$ cat src/rtl/lookahead_hash_stage.sv
// lookahead_hash_stage: skid-buffered byte intake feeding a 3-byte lookahead
// window with a registered LZRW1 hash and stream position, valid/ready output,
// and short tail windows on flush.
// Optional feature macro: LOOKAHEAD_OVERFLOW_DET_EN (adds sticky OverflowxSO).
module lookahead_hash_stage #(
  parameter int unsigned HASH_BITS = 12,
  parameter int unsigned POS_BITS  = 16,
  parameter int unsigned BUF_DEPTH = 8,
  parameter int unsigned SKID      = 4
) (
  input  logic                 ClkxCI,
  input  logic                 RstxRI,
  input  logic [7:0]           DInxDI,
  input  logic                 InStrobexSI,
  output logic                 StopInputxSO,
  input  logic                 FlushxSI,
  output logic [23:0]          WinxDO,
  output logic [HASH_BITS-1:0] HashxDO,
  output logic [POS_BITS-1:0]  PosxDO,
  output logic [1:0]           TailLenxDO,
  output logic                 ValidxSO,
  input  logic                 ReadyxSI,
  output logic                 DonexSO
`ifdef LOOKAHEAD_OVERFLOW_DET_EN
  ,
  output logic                 OverflowxSO
`endif
);

  localparam int unsigned PTR_BITS = $clog2(BUF_DEPTH);
  localparam int unsigned CNT_BITS = PTR_BITS + 1;

  localparam logic [1:0] S_FILL  = 2'd0;
  localparam logic [1:0] S_RUN   = 2'd1;
  localparam logic [1:0] S_FLUSH = 2'd2;
  localparam logic [1:0] S_DONE  = 2'd3;

  logic [7:0]           mem [BUF_DEPTH];
  logic [PTR_BITS-1:0]  wr_ptr, rd_ptr;
  logic [CNT_BITS-1:0]  occ, occ_n;
  logic [1:0]           state, state_n;
  logic [1:0]           wcnt, wcnt_n;
  logic [23:0]          win, win_n;
  logic [HASH_BITS-1:0] hash, hash_n;
  logic [POS_BITS-1:0]  pos, pos_n;
  logic [1:0]           tail, tail_n;
  logic                 valid, valid_n;
  logic                 done, done_n;
  logic                 stop, stop_n;
  logic                 flush_pend, flush_pend_n;
  logic                 xfer, pop, wr_en, buf_empty, buf_full, accept;
  logic [7:0]           pop_byte;

  // LZRW1 hash of a window: ((b0<<8)^(b1<<4)^b2) * 40543, middle bits
  function automatic logic [HASH_BITS-1:0] hash_fn(input logic [23:0] w);
    logic [15:0] x;
    logic [31:0] p;
    x = {w[23:16], 8'h00} ^ {4'h0, w[15:8], 4'h0} ^ {8'h00, w[7:0]};
    p = 32'(x) * 32'd40543;
    return HASH_BITS'(p >> 4);
  endfunction

  // Buffer handshake: pop only from stored bytes, write unless full (a pop frees a slot)
  always_comb begin
    xfer      = valid & ReadyxSI;
    buf_empty = (occ == '0);
    buf_full  = (occ == CNT_BITS'(BUF_DEPTH));
    pop_byte  = mem[rd_ptr];
    pop       = 1'b0;
    case (state)
      S_FILL:  pop = ~buf_empty;
      S_RUN:   pop = xfer & ~buf_empty;
      default: pop = 1'b0;
    endcase
    accept = (state == S_FILL) || (state == S_RUN);
    wr_en  = InStrobexSI & accept & (~buf_full | pop);
    occ_n  = CNT_BITS'(occ + CNT_BITS'(wr_en) - CNT_BITS'(pop));
    stop_n = (occ_n >= CNT_BITS'(BUF_DEPTH - SKID));
  end

  // Next-state and window/output register values
  always_comb begin
    state_n      = state;
    wcnt_n       = wcnt;
    win_n        = win;
    hash_n       = hash;
    tail_n       = tail;
    valid_n      = valid;
    done_n       = 1'b0;
    flush_pend_n = flush_pend | FlushxSI;
    pos_n        = xfer ? POS_BITS'(pos + POS_BITS'(1)) : pos;
    case (state)
      S_FILL: begin
        if (pop) begin
          win_n  = {win[15:0], pop_byte};
          wcnt_n = 2'(wcnt + 2'd1);
          if (wcnt == 2'd2) begin
            state_n = S_RUN;
            valid_n = 1'b1;
            tail_n  = 2'd3;
            hash_n  = hash_fn(win_n);
          end
        end else if (flush_pend) begin
          if (wcnt == 2'd0) begin
            state_n = S_DONE;
            done_n  = 1'b1;
          end else begin
            state_n = S_FLUSH;
            valid_n = 1'b1;
            tail_n  = wcnt;
            hash_n  = '0;
            win_n   = (wcnt == 2'd2) ? {win[15:0], 8'h00} : {win[7:0], 16'h0000};
          end
        end
      end
      S_RUN: begin
        if (xfer) begin
          if (!buf_empty) begin
            win_n  = {win[15:0], pop_byte};
            hash_n = hash_fn(win_n);
          end else if (flush_pend) begin
            state_n = S_FLUSH;
            win_n   = {win[15:0], 8'h00};
            wcnt_n  = 2'd2;
            tail_n  = 2'd2;
            hash_n  = '0;
          end else begin
            state_n = S_FILL;
            win_n   = {8'h00, win[15:0]};
            wcnt_n  = 2'd2;
            valid_n = 1'b0;
          end
        end
      end
      S_FLUSH: begin
        if (xfer) begin
          win_n  = {win[15:0], 8'h00};
          tail_n = 2'(tail - 2'd1);
          wcnt_n = 2'(tail - 2'd1);
          if (tail == 2'd1) begin
            state_n = S_DONE;
            valid_n = 1'b0;
            done_n  = 1'b1;
          end
        end
      end
      default: begin
        state_n      = S_FILL;
        pos_n        = '0;
        wcnt_n       = 2'd0;
        win_n        = '0;
        hash_n       = '0;
        tail_n       = 2'd0;
        flush_pend_n = FlushxSI;
      end
    endcase
  end

  // State and output registers
  always_ff @(posedge ClkxCI or posedge RstxRI) begin
    if (RstxRI) begin
      state      <= S_FILL;
      wcnt       <= 2'd0;
      win        <= '0;
      hash       <= '0;
      pos        <= '0;
      tail       <= 2'd0;
      valid      <= 1'b0;
      done       <= 1'b0;
      stop       <= 1'b0;
      flush_pend <= 1'b0;
      occ        <= '0;
      wr_ptr     <= '0;
      rd_ptr     <= '0;
    end else begin
      state      <= state_n;
      wcnt       <= wcnt_n;
      win        <= win_n;
      hash       <= hash_n;
      pos        <= pos_n;
      tail       <= tail_n;
      valid      <= valid_n;
      done       <= done_n;
      stop       <= stop_n;
      flush_pend <= flush_pend_n;
      occ        <= occ_n;
      if (wr_en) wr_ptr <= PTR_BITS'(wr_ptr + PTR_BITS'(1));
      if (pop)   rd_ptr <= PTR_BITS'(rd_ptr + PTR_BITS'(1));
    end
  end

  // Skid buffer storage
  always_ff @(posedge ClkxCI) begin
    if (wr_en) mem[wr_ptr] <= DInxDI;
  end

`ifdef LOOKAHEAD_OVERFLOW_DET_EN
  logic drop;
  assign drop = InStrobexSI & ~wr_en;

  // Sticky overrun flag, cleared only by reset
  always_ff @(posedge ClkxCI or posedge RstxRI) begin
    if (RstxRI) OverflowxSO <= 1'b0;
    else if (drop) OverflowxSO <= 1'b1;
  end

  // Report every dropped byte in simulation
  always_ff @(posedge ClkxCI) begin
    if (!RstxRI) assert (!drop) else $error("-E- lookahead buffer overrun");
  end
`endif

  assign StopInputxSO = stop;
  assign WinxDO       = win;
  assign HashxDO      = hash;
  assign PosxDO       = pos;
  assign TailLenxDO   = tail;
  assign ValidxSO     = valid;
  assign DonexSO      = done;

endmodule

$ cat config.mk
export PLATFORM = sky130hd
export DESIGN_NAME = lookahead_hash_stage
export DESIGN_NICKNAME = d
export VERILOG_FILES = /design/src/rtl/lookahead_hash_stage.sv
export SDC_FILE = /design/constraint.sdc
export NUM_CORES = 1
export LEC_CHECK = 0
export CAP_MARGIN = 20
export CORE_ASPECT_RATIO = 1.5
export CORE_MARGIN = 2
export CORE_UTILIZATION = 59
export DETAILED_ROUTE_END_ITERATION = 10
export PLACE_DENSITY = 0.9
export SLEW_MARGIN = 30
export SYNTH_ARGS = -nofsm -noshare
export SYNTH_HDL_FRONTEND = slang
export SYNTH_SLANG_ARGS = --single-unit
$ cat constraint.sdc
create_clock -name ClkxCI -period 7.3 [get_ports ClkxCI]
set_input_delay 1.825 -clock ClkxCI [delete_from_list [all_inputs] [get_ports ClkxCI]]
set_output_delay 1.825 -clock ClkxCI [all_outputs]
set_load 0.02 [all_outputs]
# Word-level counts from Yosys, hierarchy flattened

Memories as Yosys holds them, arrays and structs flattened.
Index checks and enable logic that the tools add are counted.

Register bits after elaboration: 72
RAM bits: 64
Input port bits: 13
Output and inout bits: 57
Logic and storage cells: 127
Memories: 1

Memory list:

| name | words | width | rd ports | clocked after memory_dff | write ports | RTL line | source |
|---|---|---|---|---|---|---|---|
| mem  | 8     | 8     | 1        | 0                        | 1           | 38       | `logic [7:0] mem [BUF_DEPTH];` |

Add/sub/neg operators: 7
$mul: 1
Order comparisons: 1
Equality and inequality tests: 17
Muxes and demuxes: 62
Bitwise gates (word level): 11
Reduce and logical (&&, ||, !) cells: 13

Operator list:

| kind                     | count |
|---|---|
| $mux W24                 | 8 |
| $mux W12                 | 7 |
| $pmux W24 S3             | 1 |
| $mux W2                  | 19 |
| $pmux W12 S3             | 1 |
| $mux W16                 | 2 |
| $mux W1                  | 18 |
| $pmux W2 S3              | 3 |
| $add A16 B1 Y16 const B  | 1 |
| $mul A16 B16 Y16 const B | 1 |
| $xor A16 B12 Y16         | 1 |
| $xor A16 B8 Y16          | 1 |
| $ne A2 B2 Y1 const B     | 7 |
| $reduce_and A6 Y1        | 2 |
| $ne A3 B3 Y1 const B     | 3 |
| $reduce_and A9 Y1        | 1 |
| $reduce_and A4 Y1        | 2 |
| $reduce_and A7 Y1        | 1 |
| $add A3 B1 Y3 const B    | 2 |
| $reduce_and A5 Y1        | 1 |
| $add A4 B1 Y4            | 1 |
| $and A1 B1 Y1            | 4 |
| $eq A2 B1 Y1 const B     | 2 |
| $eq A2 B2 Y1 const B     | 2 |
| 16 further kinds         | 21 |

# Longest topological paths before layout

Word-level depth: 9
Mapped depth: 25
Gate-level depth less buffers: 23

# Least setup slack after synthesis

OpenSTA, ideal clock, no wires.

Path type: flip-flop to flip-flop
Start: register rd_ptr[0]
End: register hash[11], in the netlist HashxDO[11]
Setup time: 0.093 ns
Data arrival time: 6.293 ns
Required time: 7.207 ns
Setup slack: 0.914 ns
Stages on the path, launching flop included: 24
Buffers on the path: 2
Clock period less this slack: 6.386 ns
Cells stage by stage: dfrtp_1 > buf_6 > buf_2 > mux4_2 > mux2i_1 > xnor2_1 > fa_1 > fa_1 > ha_1 > inv_1 > fa_1 > inv_1 > fa_1 > inv_1 > fa_1 > inv_1 > ha_1 > a21o_1 > a21oi_1 > o31ai_1 > a21o_1 > a21oi_1 > xnor3_1 > o31ai_2

Longest elaborated chain between the ends: 6
Elaborated cells between the ends (all ways): 8
Classes of those cells: mul (1); mux (5); bitwise (1); memory (1)

RTL lines:

| element                     | RTL line | source |
|---|---|---|
| start: declaration          | 39       | `logic [PTR_BITS-1:0] wr_ptr, rd_ptr;` |
| start signal: assignment    | 188      | `if (pop) rd_ptr <= PTR_BITS'(rd_ptr + PTR_BITS'(1));` |
| $mem_v2 Z8 W8 (*)           | --       |  |
| $xor A16 B8 Y16 (*)         | 58       | `x = {w[23:16], 8'h00} ^ {4'h0, w[15:8], 4'h0} ^ {8'h00, w[7:0]};` |
| $mul A16 B16 Y16 (*)        | 59       | `p = 32'(x) * 32'd40543;` |
| $mux W12 (on tied branches) | 118, 97  |  |
| $mux W12 (on tied branches) | 117, 94  |  |
| $pmux W12 S3 (*)            | 92       | `case (state)` |
| end signal: assignment      | 179      | `hash <= hash_n;` |
| end: declaration            | 44       | `logic [HASH_BITS-1:0] hash, hash_n;` |

Mark *: on every way between the ends. The rest lies on a longest branch, timed or not. The select of a mux whose other input is x is not followed.
A chain may end at the register's enable or synchronous reset.

# Worst setup path after layout

Ends and elaborated chain as after synthesis.

==> metrics.txt <==
status completed; Least-Margin Pin Slew 0.980 ns; Final GP Congestion about 1; I/O pin count 70; Seq/Total Area, Yosys ~44%; number of clock sinks between 100 and 150; Nets approximately 930; Final Setup Violations 0; crit start category flip-flop; WHS Path Cells 2; initial antenna violation count 0; # rows 53; Yosys top cell by area edfxtp_1; Worst R2R Setup Slack 0.53 ns; Final ANT Viol Nets 0; reg-to-reg critical path endpoint HashxDO[11]$_DFFE_PP0P_; count of flip-flops with a built-in enable after synthesis 64; Max rail drop VDD between 0.2 and 0.25 mV; routed wire length 19.7 mm; Util after Layout between 70% and 80%; Syn Inst Count between 700 and 800; Distinct cells, synth 53; register area 3720 um2; Max-slew headroom around 34%; top-count cell post-synth inv_1; Power, Total 3.91 mW; post-layout worst setup margin roughly 0.53 ns; first-pass GRT wire length between 30 and 40 mm; top cells by area, synth edfxtp_1 23%, dfrtp_1 21%, fa_1 11%, ha_1 10%, inv_1 4.8%; min Tclk post-route slightly below 7 ns; Hold Fails Final Rpt 0; die area about 15000 um2; number of vias per cell 5.84; placed insts a little under 1000; DRT iter0 DRCs between 200 and 300; Syn-to-layout area delta 17.8%; area of the multi-input gates approximately 4300 um2; CTS Hold Bufs 0; Hold WC Path Type flip-flop to flip-flop; # DRC 0; synthesized area around 8500 um2; Post-CTS Setup Inserts 0; worst skew pair latency between 0.4 and 0.5 ns; Die Y-Extent approximately 150 um; fmax 148 MHz; period utilization ~93%; IO Port Bufs 69; Post-CTS Resized 0; commonest register cell after synthesis dfrtp_1; Slew Viols, Final 0; hold wc startpoint HashxDO[3]$_DFFE_PP0P_; R2R cell count 23; Critical Path Source rd_ptr[0]$_DFFE_PP0P_; Starting Density between 60% and 70%; n_diodes 0; drt first pass iters 5; type of the worst setup path flip-flop to flip-flop; Hold Path End HashxDO[3]$_DFFE_PP0P_; grt ovf 0; post-DP HPWL roughly 14 mm; syn_area_per_cell 11.9 um2; fillers between 900 and 1000; warnings from Yosys 0; htree depth 4; Req. time, crit path roughly 7.6 ns; Async SR Flop Fraction 52.9%; CP arrival between 7 and 8 ns; Reg clk slew, reported paths around 0.060 ns; unrepaired setup endpoints after global routing no; Seq cells post-synth 136; share of cells above drive strength 1 under 10%; Worst Skew approximately 0.0061 ns; Fin Setup TNS 0 ns; final std cells w/o fill approximately 1000; Power Dens Cells just under 400 nW/um2; vias in the first global route between 6000 and 7000; crit-path max FO 12; total CTS buffers 17; CTS root buf clkbuf_16; CP endpoint kind flip-flop; CTS tree yes; GRT Util Overall roughly 27%; most instantiated cells after synthesis 110 x inv_1, 72 x dfrtp_1, 68 x ha_1; largest net degree at the start of global routing 73; via count slightly below 6000; CTS Buffer Depth 2; core area about 14000 um2; Static Leakage 4.39 nW; Max Cap Viol 0; DR WL/cell about 20 um; Synth top area share 22.6%; Setup WS pre-CTS 0.561 ns; reg2reg start rd_ptr[0]$_DFFE_PP0P_; die width slightly above 100 um; Mapped Nets 848
==> layout make-up <==
class / instances / share of cell area [%]
clock buffer: 18 / 4.28
clock inverter: 14 / 1.47
sequential: 136 / 37.1
timing repair buffer: 79 / 7.74
inverter: 111 / 4.15
multi-input combinational: 453 / 42.9
tap: 192 / 2.39
==> worst max-delay path: stages, from the launching register on <==
cell and delay, ns:
dfrtp_1 0.76, mux4_2 0.58, mux2i_1 0.40, xnor2_2 0.26, xnor2_1 0.35, inv_2 0.10, ha_1 0.28, inv_1 0.05
fa_1 0.47, inv_1 0.04, ha_1 0.20, fa_1 0.46, ha_1 0.29, inv_1 0.05, fa_1 0.52, inv_1 0.04
ha_1 0.25, nor3_1 0.32, o21a_1 0.23, o31ai_1 0.12, a21o_1 0.18, a21oi_1 0.13, xnor3_1 0.41, o31ai_2 0.18
==> where the power goes <==
group | leakage (nW) | switching, mW | internal, mW | total, mW
registers | 1.55 | 0.0341 | 0.887 | 0.921
clock network | 0.269 | 0.344 | 0.503 | 0.848
logic | 2.57 | 1.20 | 0.938 | 2.14
total | 4.39 | 1.58 | 2.33 | 3.91
==> stage by stage <==
stage          instance area (um2)  hold slack (ns)
2_1_floorplan                 8520            0.467
3_3_place_gp                  9440            0.458
3_5_place_dp                  9440            0.466
4_1_cts                      10000            0.479
5_1_grt                      10000            0.509
6_report                     10000            0.477
==> registers in the layout (all words and copies together), names as in the netlist, 3 cells and up <==
register / cells
rd_ptr: 3
WinxDO: 24
HashxDO: 12
mem: 64
occ: 4
wr_ptr: 3
PosxDO: 16
==> per-layer routing <==
layer	global-route usage (%)	vias up	routed length [um]
li1	-	2616	-
met1	30.7	2892	6990
met2	47.3	245	10400
met3	4.98	102	1070
met4	16.9	0	1260
met5	0	-	0
==> cell families after synthesis <==
kind of cell	after synthesis	share of synthesized area (%)
AO/OA/AOI/OAI	116	9.38
XOR/XNOR	64	7.17
adder cells (fa/ha/maj)	117	21.4
buffers and inverters	130	5.84
flip-flops	136	43.7
multiplexers	27	5.76
AND/OR/NAND/NOR	129	6.77
==> cells in the final DEF, fill, tap and decap left out, types with 4 or more instances in the layout <==
master           Yosys  routed
inv_1              110     109
dfrtp_1             72      72
clkdlybuf4s50_1      0      69
ha_1                68      68
edfxtp_1            64      64
nand2_1             56      56
fa_1                48      48
nor2_1              34      34
xnor2_1             34      34
xor2_1              25      25
a22o_1              24      24
o21ai_1             20      20
a21oi_1             18      18
clkbuf_16            0      17
mux4_2              16      16
a21o_1              14      13
o31ai_1             10      10
nand2b_1             9       9
nand3_1              8       8
buf_4                0       8
o21ai_0              7       7
a211oi_1             7       7
mux2_2               5       5
clkinvlp_4           0       5
and3_1               4       4
o21a_1               4       4
mux2i_1              4       4
==> how the worst max path moves through the flow <==
stage | slack [ns] | endpoint | cells after the start
2_1_floorplan | 0.91 | HashxDO[11]$_DFFE_PP0P_ | 23
3_3_place_gp | 0.76 | HashxDO[11]$_DFFE_PP0P_ | 23
3_5_place_dp | 0.56 | HashxDO[11]$_DFFE_PP0P_ | 21
4_1_cts | 0.54 | HashxDO[11]$_DFFE_PP0P_ | 21
5_1_grt | 0.20 | HashxDO[10]$_DFFE_PP0P_ | 22
6_report | 0.53 | HashxDO[11]$_DFFE_PP0P_ | 23
(Power assumes the default switching activity.)
